File: config.mk
export PLATFORM = sky130hd
export DESIGN_NAME = mms_stream
export DESIGN_NICKNAME = d
export VERILOG_FILES = /design/src/rtl/mms_pkg.sv /design/src/rtl/mms_cmp_sel.sv /design/src/rtl/mms_stream.sv
export SDC_FILE = /design/constraint.sdc
export NUM_CORES = 1
export LEC_CHECK = 0
export CAP_MARGIN = 15
export CORE_MARGIN = 2
export CORE_UTILIZATION = 30
export CTS_CLUSTER_SIZE = 14
export DETAILED_ROUTE_END_ITERATION = 16
export PLACE_DENSITY = 0.56
export RECOVER_POWER = 50
export SLEW_MARGIN = 20
export SYNTH_ARGS = -nofsm -noshare
export SYNTH_HDL_FRONTEND = slang
export SYNTH_HIERARCHICAL = 1
export SYNTH_SLANG_ARGS = --single-unit
File: constraint.sdc
create_clock -name clk -period 2.2 [get_ports clk]
set_input_delay 0.44 -clock clk [delete_from_list [all_inputs] [get_ports clk]]
set_output_delay 0.44 -clock clk [all_outputs]
set_load 0.05 [all_outputs]
File: src/rtl/mms_pkg.sv
// Shared types and the max/min tie-break rule for the serial and combinational selectors.
package mms_pkg;

  typedef enum logic [1:0] {
    IDLE,
    ACCUM,
    HOLD
  } state_t;

  localparam logic MODE_MAX = 1'b0;
  localparam logic MODE_MIN = 1'b1;

  // Wide enough for any operand width in use; callers zero-extend before calling.
  localparam int MAX_W = 64;
  typedef logic [MAX_W-1:0] operand_t;

  // Max mode keeps the earlier operand on a tie, min mode takes the later one.
  function automatic logic better(input logic mode, input operand_t cand, input operand_t best);
    if (mode == MODE_MAX) return best < cand;
    else return !(cand > best);
  endfunction

endpackage

File: src/rtl/mms_cmp_sel.sv
// Compare-and-select of a candidate operand against the running best, carrying indices along.
module mms_cmp_sel #(
  parameter int WIDTH = 8,
  parameter int IDX_W = 2
) (
  input  logic             mode,
  input  logic [WIDTH-1:0] best,
  input  logic [IDX_W-1:0] best_idx,
  input  logic [WIDTH-1:0] cand,
  input  logic [IDX_W-1:0] cand_idx,
  output logic [WIDTH-1:0] win,
  output logic [IDX_W-1:0] win_idx
);
  import mms_pkg::*;

  logic take;

  assign take    = better(mode, operand_t'(cand), operand_t'(best));
  assign win     = take ? cand : best;
  assign win_idx = take ? cand_idx : best_idx;

endmodule

File: src/rtl/mms_stream.sv
// Serial max/min selector: folds one operand per cycle into a running best and
// presents the winner, its position and the frame length over a valid/ready port.
module mms_stream #(
  parameter int WIDTH     = 8,
  parameter int FRAME_LEN = 4,
  parameter int IDX_W     = $clog2(FRAME_LEN)
) (
  input  logic             clk,
  input  logic             reset,
  input  logic             in_valid,
  output logic             in_ready,
  input  logic             select,
  input  logic [WIDTH-1:0] number,
  input  logic             in_last,
  output logic             out_valid,
  input  logic             out_ready,
  output logic [WIDTH-1:0] result,
  output logic [IDX_W-1:0] index,
  output logic [IDX_W:0]   count
);
  import mms_pkg::*;

  localparam logic [IDX_W:0] LAST_CNT = (IDX_W + 1)'(FRAME_LEN);
  localparam logic [IDX_W:0] ONE_CNT  = (IDX_W + 1)'(1);

  state_t           state, state_next;
  logic             mode;
  logic [WIDTH-1:0] best;
  logic [IDX_W-1:0] best_idx;
  logic [IDX_W:0]   cnt;
  logic [IDX_W:0]   cnt_inc;
  logic [WIDTH-1:0] win;
  logic [IDX_W-1:0] win_idx;
  logic             take_first, take_next, close_frame;

  assign cnt_inc = cnt + ONE_CNT;

  // cnt is always below FRAME_LEN while accumulating, so its low bits are the position.
  mms_cmp_sel #(
    .WIDTH(WIDTH),
    .IDX_W(IDX_W)
  ) u_cmp_sel (
    .mode    (mode),
    .best    (best),
    .best_idx(best_idx),
    .cand    (number),
    .cand_idx(cnt[IDX_W-1:0]),
    .win     (win),
    .win_idx (win_idx)
  );

  always_ff @(posedge clk) begin
    if (reset) state <= IDLE;
    else       state <= state_next;
  end

  always_comb begin
    state_next  = state;
    take_first  = 1'b0;
    take_next   = 1'b0;
    close_frame = 1'b0;
    case (state)
      IDLE: begin
        if (in_valid) begin
          take_first = 1'b1;
          if (in_last) begin
            close_frame = 1'b1;
            state_next  = HOLD;
          end else begin
            state_next = ACCUM;
          end
        end
      end
      ACCUM: begin
        if (in_valid) begin
          take_next = 1'b1;
          if (in_last || (cnt_inc == LAST_CNT)) begin
            close_frame = 1'b1;
            state_next  = HOLD;
          end
        end
      end
      HOLD: begin
        if (out_ready) state_next = IDLE;
      end
      default: state_next = IDLE;
    endcase
  end

  assign in_ready  = (state != HOLD);
  assign out_valid = (state == HOLD);

  // Outputs are loaded only when the frame closes so they stay stable through HOLD.
  always_ff @(posedge clk) begin
    if (reset) begin
      mode     <= MODE_MAX;
      best     <= '0;
      best_idx <= '0;
      cnt      <= '0;
      result   <= '0;
      index    <= '0;
      count    <= '0;
    end else begin
      if (take_first) begin
        mode     <= select;
        best     <= number;
        best_idx <= '0;
        cnt      <= ONE_CNT;
      end else if (take_next) begin
        best     <= win;
        best_idx <= win_idx;
        cnt      <= cnt_inc;
      end
      if (close_frame) begin
        result <= take_first ? number : win;
        index  <= take_first ? '0 : win_idx;
        count  <= take_first ? ONE_CNT : cnt_inc;
      end
    end
  end

endmodule
Yosys cells after proc, flatten, opt, wreduce, memory -nomap -nowiden
Index checks and enable logic that the tools add are counted.
W data, S select, Z words.
{"block": "word_totals", "reg_bits": 29, "in_bits": 14, "wordCells": 50}
{"block": "classes", "addsub": 1, "order_cmp": 2, "n_eq_ne": 8, "mux": 24, "reduce_logical": 6}
{"cell": "$mux W8", "count": 4}
{"cell": "$mux W2", "count": 7}
{"cell": "$mux W1", "count": 10}
{"cell": "$gt A8 B8 Y1", "count": 1}
{"cell": "$lt A8 B8 Y1", "count": 1}
{"cell": "$ne A2 B2 Y1 const B", "count": 4}
{"cell": "$pmux W2 S3", "count": 1}
{"cell": "$reduce_and A4 Y1", "count": 1}
{"cell": "$add A3 B1 Y3 const B", "count": 1}
{"cell": "$eq A3 B3 Y1 const B", "count": 1}
{"cell": "$mux W3", "count": 1}
{"cell": "$eq A2 B1 Y1 const B", "count": 1}
{"cell": "$eq A2 B2 Y1 const B", "count": 1}
{"cell": "$logic_not A2 Y1", "count": 1}
{"cell": "$ne A2 B1 Y1 const B", "count": 1}
{"cell": "$pmux W1 S2", "count": 1}
{"cell": "$reduce_bool A2 Y1", "count": 1}
{"cell": "$reduce_or A2 Y1", "count": 1}
{"cell": "$logic_not A1 Y1", "count": 1}
{"cell": "$logic_or A1 B1 Y1", "count": 1}

Logic depth before layout (Yosys ltp)
Gate-level depths: netlist (run 1).
{"block": "logic_depth", "ltp_word": 6, "ltp_mapped": 10, "depth_no_buf": 9}

Modules after synthesis
The synthesis (run 1) kept the hierarchy.
{"module": "mms_stream", "n_inst": 1, "cells_per_inst": 131, "area_per_inst_um2": 1282.5, "seq_area_each_um2": 580.6}
{"module": "mms_cmp_sel", "n_inst": 1, "cells_per_inst": 105, "area_per_inst_um2": 696.9, "seq_area_each_um2": 0.0}

Worst setup path after synthesis (run 1)
OpenSTA, ideal clock, no wires.
{"block": "synth_timing", "kind": "register -> output", "from": "reg state[1]", "to": "out in_ready", "arrival_ps": 1591, "t_required_ps": 1760, "setup_slack_ps": 169, "path_stages_with_launch": 3, "n_path_buf": 0, "path_cell_list": "dfxtp_1 nor2b_1 inv_1"}
{"block": "synth_via", "elab_chain_len": 1}
{"item": "from (decl)", "line_no": "mms_stream.sv:26", "rtl": "state_t state, state_next;"}
{"item": "from (signal assigned)", "line_no": "mms_stream.sv:54", "rtl": "else state <= state_next;"}
{"item": "$ne A2 B2 Y1", "line_no": "mms_stream.sv:90", "rtl": "assign in_ready = (state != HOLD);"}
{"item": "to (decl)", "line_no": "mms_stream.sv:11", "rtl": "output logic in_ready,"}
Every way passes these cells.

Worst setup path after layout (run 1)
{"block": "layout_timing", "from": "reg best[4]", "to": "reg result[7]"}
{"block": "layout_via", "elab_chain_len": 5, "elab_cells_between_ends": 6}
{"item": "from (decl)", "line_no": "mms_stream.sv:28", "rtl": "logic [WIDTH-1:0] best;"}
{"item": "from (signal assigned)", "line_no": "mms_stream.sv:106", "rtl": "best <= number;"}
{"item": "from (signal assigned)", "line_no": "mms_stream.sv:110", "rtl": "best <= win;"}
{"item": "$gt A8 B8 Y1", "line_no": "mms_pkg.sv:20", "rtl": "else return !(cand > best);"}
{"item": "$logic_not A1 Y1", "line_no": "mms_pkg.sv:20"}
{"item": "$mux W1 *", "line_no": "mms_pkg.sv:19", "rtl": "if (mode == MODE_MAX) return best < cand;"}
{"item": "$mux W8 *", "line_no": "mms_cmp_sel.sv:19", "rtl": "assign win = take ? cand : best;"}
{"item": "named net win[7]", "line_no": "mms_stream.sv:32", "rtl": "logic [WIDTH-1:0] win;"}
{"item": "$mux W8 *", "line_no": "mms_stream.sv:115", "rtl": "result <= take_first ? number : win;"}
{"item": "to (signal assigned)", "line_no": "mms_stream.sv:115"}
{"item": "to (decl)", "line_no": "mms_stream.sv:17", "rtl": "output logic [WIDTH-1:0] result,"}
The timed path passes the listed nets; every way through them passes the cells marked *.
A chain may end at the register's enable or synchronous reset.

==> reports/summary.txt, run 1 <==
Status -> finished clean
TritonCTS Buffers -> 5
Share of layout cells above drive strength 1 -> 27.5%
Via Count -> 1,804
Full die area -> 0.00726 sq mm
Highest clock rate -> 0.491 GHz
Initial antenna violation count -> 0
Root Buffer -> clkbuf_8
Non-Filler Instances -> 361
Critical Path RT -> 2400 ps
Share of the synthesized area in the top cell type -> 29.3%
Syn avg cell area -> 8.39 sq um
RSZ-0062 raised after global routing -> no
Routability Congestion -> 0.764
Reg2Reg Depth -> 11
Clock tree buffer depth -> 2
Largest net degree at the start of global routing -> 27
Ranking of synthesized cells by area -> dfxtp_1, a211oi_1, ha_1
Hold_buf cts -> 0
Hold Crit Start -> best_idx[1]$_SDFFE_PP0P_
CP Capture Type -> register
Clock Latency Late Sink -> 280 ps
Hold path depth -> 2
DRC Markers -> 0
Tcrit/Tclk final -> 92.6%
YS warnings -> 6
Crit path launch type -> register
IO Pins -> 29
Most frequent cells in the layout -> buf_4, dfxtp_1, nand2_1
Crit-path slowest cell -> dfxtp_1
Total Power -> 1.48 mW
Least-Margin Pin Slew -> 581 ps
TritonCTS clock tree -> yes
Max FO, Critical Path -> 11
Crit path cell chain -> inv_1 > ha_4 > nand4_4 > nor2_4 > a21oi_2 > buf_4 > a211o_1 > nand2_1 > mux2i_1 > buf_4 > a211oi_2
Synth Net Count -> 260
Mapped Area -> 0.00198 sq mm
Most common cell after layout, fill and taps aside -> buf_4
CP max stage delay -> 380 ps
Yosys top cell by area -> dfxtp_1
Die X -> 85.2 microns
Vias per cell -> 5.00
Max Slew Vio Count -> 0
Final ANT Viol Nets -> 0
H-Tree Depth -> 2
Worst EP arrival -> 2240 ps
DRT Wirelength -> 4.84 mm
Tot GR Track Use -> 14.4%
Router iterations before antenna repair -> 4
Setup slack, reg-to-reg -> 160 ps
Synth Flop Type -> dfxtp_1
Post-synth EDFFs -> 0
I/O Buffers -> 28
Setup violations, final -> 0
RR Endpoint -> result[7]$_SDFFE_PP0P_
Max-Cap Viols -> 0
Cell count after synthesis -> 236
Inserted Diodes -> 0
Worst Hold Class -> reg -> reg
Final worst path period need -> 2040 ps
First-pass GRT wire length -> 8.64 mm
CP startpoint -> best[4]$_SDFFE_PP0P_
Die H -> 85.2 microns
Nets -> 307
Post-DP HPWL -> 3.43 mm
Post-CTS Setup Bufs -> 0
Std-Cell Rows -> 29
Final Hold Fails -> 0
VDD IR max -> 0.000487 V
Synthesis-stage register bit count -> 29
Most used cell, CP -> buf_4
CTS sink cnt -> 29
Cells after DPL -> 352
Routed len/inst -> 13.4 microns
Reg2reg start -> best[4]$_SDFFE_PP0P_
Gr ovfl total -> 0
Core area -> 0.00635 sq mm
Sequential-to-total area share from yosys stat -> 29.3%
Vias in the first global route -> 1,780
CP Class -> reg -> reg
Endpoint, Worst Hold -> best_idx[1]$_SDFFE_PP0P_
Area delta synth->final -> 37.4%
Clk_skew -> 3.20 ps
Clk slew on worst S/H paths -> 60 ps
Synth async-reset ratio -> 0%
DRT iter0 DRCs -> 63
PwrDens -> 545 mW/mm^2
Initial core utilization -> 31.2%
Synth cell types -> 41
Leakage -> 1.07 nW
Worst slew margin -> 61.2%
-- routing by layer --
layer / GRT usage [%] / up-vias / part of all wire (%)
met4: 5.05 / 0 / 1.3
met5: 0 / - / 0
met3: 2.43 / 6 / 2.9
met1: 21.8 / 826 / 52
met2: 20.3 / 35 / 44
li1: - / 937 / -
-- Yosys cell counts, types with 2 or more instances --
master / number
a211o_1: 10
ha_1: 10
a21o_1: 2
clkbuf_1: 8
and2_1: 10
a21oi_1: 8
nand3_1: 4
o22ai_1: 10
buf_4: 2
a211oi_1: 18
buf_2: 6
nor2_1: 10
buf_6: 3
o32ai_1: 3
nand2_1: 27
dfxtp_1: 29
o21ai_0: 3
a211oi_2: 8
mux2i_1: 8
inv_1: 15
nor2b_1: 11
nand2b_1: 12
-- sequential cells by signal, indices dropped and copies added, names as in the netlist --
name / count
best: 8
result: 8
cnt: 3
count: 3
best_idx: 2
index: 2
state: 2
mode: 1
-- critical path: cells and delay by family, from the launching register on --
kind / cells / cell delay (ps)
muxes: 1 / 70
DFF: 1 / 380
and+or+nand+nor: 3 / 290
adders and majority gates: 1 / 280
buffers and inverters: 3 / 420
AOI/OAI and AO/OA: 3 / 520
-- per-stage QoR --
step | hold WS, ps | util, % | setup WS, ps | setup TNS (ps) | area, sq um
4_1_cts | 466 | 42.7 | 7.79 | 0 | 2710
2_1_floorplan | 441 | - | 169 | 0 | 1980
6_report | 463 | 42.8 | 163 | 0 | 2720
3_5_place_dp | 457 | 39.3 | -426 | -7110 | 2500
5_1_grt | 484 | 42.8 | 4.08 | 0 | 2720
3_3_place_gp | 451 | 39.3 | -417 | -6620 | 2500
-- report_power, final --
group | leakage [nW] | total, mW | internal [mW] | switching [mW]
Clock | 0.0450 | 0.418 | 0.219 | 0.199
Sequential | 0.238 | 0.586 | 0.556 | 0.0297
Combinational | 0.790 | 0.478 | 0.220 | 0.258
-- repair_timing --
item	CTS	global route
pin swaps	8	3
endpoints found under the setup margin	20	20
cloned	1	0
resized for setup	27	6
-- worst max-delay path by stage --
stage,depth (start not counted),to
final,11,result[7]$_SDFFE_PP0P_
after global routing,11,best[0]$_SDFFE_PP0P_
after CTS,11,index[1]$_SDFFE_PP0P_
after detailed placement,11,index[1]$_SDFFE_PP0P_
after global placement,11,index[1]$_SDFFE_PP0P_
after floorplan,2,in_ready
-- final cells by class --
class | instances | area (sq um)
fill | 639 | 3630
multi-input combinational | 172 | 1390
sequential | 29 | 582
timing repair buffer | 60 | 512
tap | 77 | 96.3
clock buffer | 6 | 72.6
inverter | 15 | 56.3
clock inverter | 2 | 10.0
-- cell families (layout without fill, tap and decap cells) --
family / after synthesis / count (layout) / share of synthesized area, %
muxes: 8 / 8 / 4.05
xor gates and xnor gates: 1 / 1 / 0.443
AOI/OAI and AO/OA: 70 / 70 / 28.0
DFF: 29 / 29 / 29.3
and+or+nand+nor: 83 / 83 / 23.3
adders and majority gates: 10 / 10 / 6.32
buffers and inverters: 35 / 83 / 8.53
(Power assumes the default switching activity.)
==> run 2: changes to the inputs <==
--- a/config.mk
+++ b/config.mk
@@ -12,7 +12,6 @@
 export DETAILED_ROUTE_END_ITERATION = 16
 export PLACE_DENSITY = 0.56
 export RECOVER_POWER = 50
-export SLEW_MARGIN = 20
 export SYNTH_ARGS = -nofsm -noshare
 export SYNTH_HDL_FRONTEND = slang
 export SYNTH_HIERARCHICAL = 1
==> constraint.sdc (replaced) <==
create_clock -name clk -period 2.1 [get_ports clk]
set_input_delay 0.42 -clock clk [delete_from_list [all_inputs] [get_ports clk]]
set_output_delay 0.42 -clock clk [all_outputs]
set_load 0.05 [all_outputs]
==> reports/summary.txt, run 2 (synthesized netlist as in run 1, its figures left out) <==
Status -> finished clean
Most frequent cells in the layout -> buf_4, nand2_1, dfxtp_1
Most common cell after layout, fill and taps aside -> buf_4
Gr ovfl total -> 0 (unchanged)
Setup slack, reg-to-reg -> 50 ps (-120 ps)
DRC Markers -> 0 (unchanged)
Std-Cell Rows -> 29 (unchanged)
Pre-CTS setup slack -> -508 ps (-82.5 ps)
VDD IR max -> 0.000429 V (-12%)
Clk slew on worst S/H paths -> 70 ps (about the same)
Inserted Diodes -> 0 (unchanged)
I/O Buffers -> 28 (unchanged)
TritonCTS Buffers -> 5 (unchanged)
H-Tree Depth -> 2 (unchanged)
Internal power -> 1.07 mW (+8.0%)
RR Endpoint -> best[3]$_SDFFE_PP0P_
Multi-input logic area -> 0.00142 sq mm (+2.2%)
Gate power share -> 34.1% (+1.8 points)
Hold_buf cts -> 0 (unchanged)
Crit path launch type -> register
Clock share of power -> 28.0% (-0.2 points)
Final ANT Viol Nets -> 0 (unchanged)
DRT iter0 DRCs -> 117 (+86%)
Worst Hold Class -> reg -> reg
Post-CTS Setup Bufs -> 0 (unchanged)
PwrDens -> 575 mW/mm^2 (+5.6%)
Endpoint, Worst Hold -> index[0]$_SDFFE_PP0P_
Worst slew margin -> 53.4% (-7.8 points)
Max Slew Vio Count -> 0 (unchanged)
Router iterations before antenna repair -> 4 (unchanged)
Clock tree buffer depth -> 2 (unchanged)
CTS sink cnt -> 29 (unchanged)
Core area -> 0.00635 sq mm (unchanged)
Post-route setup slack -> 46.3 ps (-116 ps)
Switching Share -> 33.6% (+0.80 points)
Most used cell, CP -> buf_6
Largest registers -> best (8), result (8)
Clk_skew -> 5.29 ps (+2.09 ps)
Hold path depth -> 2 (unchanged)
WHS -> 470 ps (+6.69 ps)
CP startpoint -> best[1]$_SDFFE_PP0P_
DRT Wirelength -> 5.27 mm (+8.9%)
RSZ-0062 raised after global routing -> yes
Final TNS setup -> 0 ps (unchanged)
Initial core utilization -> 31.2% (unchanged)
Initial antenna violation count -> 0 (unchanged)
Highest clock rate -> 0.487 GHz (-0.79%)
Reg area -> 586 sq um (+0.65%)
Reg2reg start -> best[1]$_SDFFE_PP0P_
TritonCTS clock tree -> yes
Fill count -> 611 (-4.4%)
CP Class -> reg -> reg
Tcrit/Tclk final -> 97.8% (+5.2 points)
Leakage -> 1.09 nW (+1.9%)
First-pass GRT wire length -> 8.40 mm (-2.8%)
Seq pwr share -> 38.0% (-1.5 points)
Reg2Reg Depth -> 11 (unchanged)
IO Pins -> 29 (unchanged)
Max-Cap Viols -> 0 (unchanged)
Vias in the first global route -> 1,707 (-4.1%)
CP Capture Type -> register
Via Count -> 1,834 (+1.7%)
Least-Margin Pin Slew -> 698 ps (+117 ps)
Area delta synth->final -> 42.2%
Share of layout cells above drive strength 1 -> 31.4% (+3.9 points)
Routability Congestion -> 0.742 (-2.9%)
CP max stage delay -> 340 ps (-40 ps)
Hold Crit Start -> index[0]$_SDFFE_PP0P_
Psw -> 0.544 mW (+12%)
Max FO, Critical Path -> 7 (-4)
Final worst path period need -> 2050 ps (+16.3 ps)
Die H -> 85.2 microns (unchanged)
Fin util -> 44.3% (+1.5 points)
Clock Latency Late Sink -> 280 ps (about the same)
Routed len/inst -> 14.2 microns (+6.3%)
Crit-path slowest cell -> dfxtp_2
Tot GR Track Use -> 14.4% (+0.017 points)
Full die area -> 0.00726 sq mm (unchanged)
Largest net degree at the start of global routing -> 27 (unchanged)
Root Buffer -> clkbuf_8
Final Hold Fails -> 0 (unchanged)
Post-DP HPWL -> 3.41 mm (-0.44%)
Setup violations, final -> 0 (unchanged)
Critical Path RT -> 2250 ps (-150 ps)
Die X -> 85.2 microns (unchanged)
Nets -> 316 (+2.9%)
Vias per cell -> 4.96 (-0.81%)
Worst EP arrival -> 2200 ps (-40 ps)
Crit path cell chain -> inv_2 > ha_4 > nor2b_4 > o211ai_2 > a211oi_4 > buf_6 > buf_6 > a211o_1 > nand2_1 > mux2i_2 > a211oi_1
## run 2: cell types whose count changed in the layout (fill, tap and decap cells not counted), sizes merged
| cell | previous run | this run |
|---|---|---|
| clkdlybuf4s50 | 6 | 14 |
| dlygate4sd3 | 12 | 4 |
| dlygate4sd2 | 7 | 6 |
| buf | 32 | 39 |
| clkbuf | 8 | 11 |
## run 2: final cells by class
type,count,share of cell area (%)
Multi-Input combinational cell,172,50.5
Sequential cell,29,20.8
Timing Repair Buffer,69,20.4
Tap cell,77,3.42
Clock buffer,6,2.58
Inverter,15,2.00
Clock inverter,2,0.356
## run 2: critical path: cells and delay by family, from the launching register on
family	cells	cell delay, ps
buffers and inverters	3	330
AO/OA/AOI/OAI	4	600
AND/OR/NAND/NOR	2	190
adder cells (fa/ha/maj)	1	250
flip-flops	1	340
multiplexers	1	210
## run 2: through the flow
step / power (mW) / area, sq um / std cells
global route: 1.72 / 2810 / 370
finish: 1.62 / 2810 / 370
floorplan: 0.924 / 1980 / 236
detailed placement: 1.10 / 2550 / 361
global placement: 1.10 / 2550 / 361
CTS: 1.60 / 2720 / 369
## run 2: worst max path at each step
stage                                 end  cells past startpoint  slack (ps)
floorplan                        in_ready                      2          90
global placement    index[1]$_SDFFE_PP0P_                     11        -510
detailed placement  index[1]$_SDFFE_PP0P_                     11        -510
CTS                  best[7]$_SDFFE_PP0P_                     12         0.7
global route         best[1]$_SDFFE_PP0P_                     11        -100
finish               best[3]$_SDFFE_PP0P_                     11          50
## run 2: per-layer routing
metal,vias to the layer above,routed length [microns],GRT usage [%]
li1,954,-,-
met1,839,2750,21.0
met2,33,2270,20.7
met3,8,168,3.40
met4,0,87,4.76
met5,-,0,0
## run 2: power by group through the flow
stage               logic [mW]  clock network (mW)  registers, mW
detailed placement       0.479                   0          0.623
CTS                      0.512               0.478          0.613
global route             0.599               0.505          0.619
finish                   0.551               0.453          0.615
global placement         0.476                   0          0.624
floorplan                0.265                   0          0.659
## run 2: what timing repair did
item,CTS,global route
cloned,0,1
pin swaps,7,15
endpoints found under the setup margin,20,20
resized for setup,19,30
==> run 3: changes to the inputs <==
--- a/config.mk
+++ b/config.mk
@@ -12,6 +12,7 @@
 export DETAILED_ROUTE_END_ITERATION = 16
 export PLACE_DENSITY = 0.56
 export RECOVER_POWER = 50
+export SETUP_SLACK_MARGIN = 0.4
 export SYNTH_ARGS = -nofsm -noshare
 export SYNTH_HDL_FRONTEND = slang
 export SYNTH_HIERARCHICAL = 1
==> constraint.sdc (replaced) <==
create_clock -name clk -period 2.1 [get_ports clk]
set_input_delay 0.21 -clock clk [delete_from_list [all_inputs] [get_ports clk]]
set_output_delay 0.21 -clock clk [all_outputs]
set_load 0.05 [all_outputs]
==> reports/summary.txt, run 3 (synthesized netlist as in run 1, its figures left out) <==
Worst path depth -> 11 (unchanged)
Clk_skew -> 8.59 ps (+3.29 ps)
PwrDens -> 628 mW/mm^2 (+9.1%)
CP max stage delay -> 480 ps (+140 ps)
Std-Cell Rows -> 29 (unchanged)
RSZ-0062 raised after global routing -> yes
Initial antenna violation count -> 0 (unchanged)
First-pass GRT wire length -> 8.87 mm (+5.7%)
Highest clock rate -> 0.497 GHz (+2.2%)
Routability Congestion -> 0.754 (+1.6%)
CP Buf/Inv Count -> 3 (unchanged)
Reg area -> 591 sq um (+0.85%)
Worst slew margin -> 61.0% (+7.6 points)
Crit-path slowest cell -> clkdlybuf4s50_1
Full die area -> 0.00726 sq mm (unchanged)
Final Hold Fails -> 0 (unchanged)
Nets -> 306 (-3.2%)
Via Count -> 1,817 (-0.93%)
Clk slew on worst S/H paths -> 70 ps (about the same)
Inserted Diodes -> 0 (unchanged)
Fill count -> 611 (unchanged)
Worst EP arrival -> 2160 ps (-40 ps)
Switching Share -> 30.9% (-2.7 points)
CP startpoint -> number[0]
Vias per cell -> 5.05 (+1.8%)
Core area -> 0.00635 sq mm (unchanged)
Routed len/inst -> 14.3 microns (+0.61%)
Largest net degree at the start of global routing -> 42 (+56%)
Final TNS setup -> 0 ps (unchanged)
Max-Cap Viols -> 0 (unchanged)
Gate power share -> 30.1% (-4.0 points)
Reg2Reg Depth -> 10 (-1)
TritonCTS clock tree -> yes
Status -> finished clean
Hold_buf cts -> 0 (unchanged)
CP Class -> in -> reg
Largest registers -> best (8), result (8)
Setup violations, final -> 0 (unchanged)
DRC Markers -> 0 (unchanged)
Tcrit/Tclk final -> 95.7% (-2.1 points)
VDD IR max -> 0.000554 V (+29%)
Most frequent cells in the layout -> buf_4, nand2_1, dfxtp_1
Psw -> 0.543 mW (-0.21%)
Critical Path RT -> 2250 ps (about the same)
Fin util -> 44.1% (-0.24 points)
TritonCTS Buffers -> 5 (unchanged)
Final ANT Viol Nets -> 0 (unchanged)
I/O Buffers -> 28 (unchanged)
Crit path cell chain -> clkdlybuf4s50_1 > inv_1 > ha_4 > nor2b_4 > o211ai_2 > a211oi_4 > buf_6 > a211o_1 > nand2_1 > mux2i_2 > a211oi_1
Share of layout cells above drive strength 1 -> 32.2% (+0.76 points)
Clock Latency Late Sink -> 280 ps (about the same)
Leakage -> 1.05 nW (-3.9%)
DRT Wirelength -> 5.16 mm (-2.1%)
IO Pins -> 29 (unchanged)
Clock tree buffer depth -> 2 (unchanged)
Setup slack, reg-to-reg -> 90 ps (+40 ps)
CTS sink cnt -> 29 (unchanged)
Clock share of power -> 35.1% (+7.1 points)
Crit path launch type -> input pin
Initial core utilization -> 31.2% (unchanged)
Router iterations before antenna repair -> 4 (unchanged)
Seq pwr share -> 34.8% (-3.2 points)
Tot GR Track Use -> 15.0% (+0.59 points)
Area delta synth->final -> 41.4%
Max Slew Vio Count -> 0 (unchanged)
Least-Margin Pin Slew -> 587 ps (-111 ps)
Total Power -> 1.76 mW (+8.5%)
WHS -> 470 ps (-0.305 ps)
Kind of cell adding the most delay to the critical path -> buffers and inverters
Multi-input logic area -> 0.00142 sq mm (unchanged)
Most common cell after layout, fill and taps aside -> buf_4
Die X -> 85.2 microns (unchanged)
Die H -> 85.2 microns (unchanged)
Final worst path period need -> 2010 ps (-43.5 ps)
CP Capture Type -> register
Vias in the first global route -> 1,764 (+3.3%)
Root Buffer -> clkbuf_8
Worst Setup EP -> best[4]$_SDFFE_PP0P_
Reg2reg start -> best[1]$_SDFFE_PP0P_
Worst Hold Class -> reg -> reg
Internal power -> 1.21 mW (+13%)
Gr ovfl total -> 0 (unchanged)
RR Endpoint -> best[4]$_SDFFE_PP0P_
H-Tree Depth -> 2 (unchanged)
Max FO, Critical Path -> 13 (+6)
DRT iter0 DRCs -> 89 (-24%)
Post-DP HPWL -> 3.64 mm (+6.7%)
[run 3: changes by cell type in the layout (fill, tap and decap cells not counted), moves of 3 or more]
cell / previous run / this run
clkbuf_2: 3 / 0
dlygate4sd3_1: 4 / 1
dfxtp_2: 4 / 8
mux2i_2: 2 / 5
dfxtp_1: 25 / 21
buf_4: 35 / 30
clkdlybuf4s50_1: 14 / 19
[run 3: repair_timing]
| action | CTS | global route |
|---|---|---|
| endpoints found under the setup margin | 22 | 23 |
| buffers inserted | 2 | 0 |
| gates resized for setup | 21 | 9 |
| pin swaps | 6 | 1 |
[run 3: power groups by stage]
stage,Clock [mW],Combinational [mW],Sequential [mW]
finish,0.617,0.529,0.611
global route,0.647,0.578,0.616
CTS,0.629,0.525,0.611
detailed placement,0,0.497,0.621
global placement,0,0.494,0.622
floorplan,0,0.297,0.661
[run 3: worst min-delay path by stage]
stage                             startpoint                  endpoint  slack (ps)  depth (start not counted)
finish              best_idx[0]$_SDFFE_PP0P_  best_idx[0]$_SDFFE_PP0P_         470                          2
global route        best_idx[0]$_SDFFE_PP0P_  best_idx[0]$_SDFFE_PP0P_         490                          2
CTS                 best_idx[0]$_SDFFE_PP0P_  best_idx[0]$_SDFFE_PP0P_         470                          2
detailed placement     index[1]$_SDFFE_PP0P_     index[1]$_SDFFE_PP0P_         460                          2
global placement    best_idx[1]$_SDFFE_PP0P_  best_idx[1]$_SDFFE_PP0P_         460                          2
floorplan                             select         mode$_SDFFE_PP0P_         370                          2
[run 3: worst register-to-register path: cells and delay by family (launching register included)]
family	cells	cell delay, ps
AND/OR/NAND/NOR	2	190
buffers and inverters	2	240
adder cells (fa/ha/maj)	1	250
multiplexers	1	240
AO/OA/AOI/OAI	4	620
flip-flops	1	340
[run 3: layout make-up]
class | instances | share of cell area, %
Sequential cell | 29 | 21.1
Tap cell | 77 | 3.44
Inverter | 15 | 2.01
Clock buffer | 6 | 2.95
Multi-Input combinational cell | 172 | 50.7
Clock inverter | 2 | 1.34
Timing Repair Buffer | 59 | 18.4
[run 3: metrics by stage]
stage | setup WS (ps) | instances | instance area (sq um)
CTS | 118 | 360 | 2770
finish | 89.8 | 360 | 2800
global placement | -261 | 350 | 2580
floorplan | 298 | 236 | 2090
global route | -30.8 | 360 | 2800
detailed placement | -307 | 350 | 2580
[run 3: per-layer routing]
layer	track usage (%)	vias to the layer above	wire length, microns
li1	-	935	-
met2	22.4	36	2240
met3	2.63	5	171
met1	21.9	841	2690
met5	0	-	0
met4	4.62	0	59
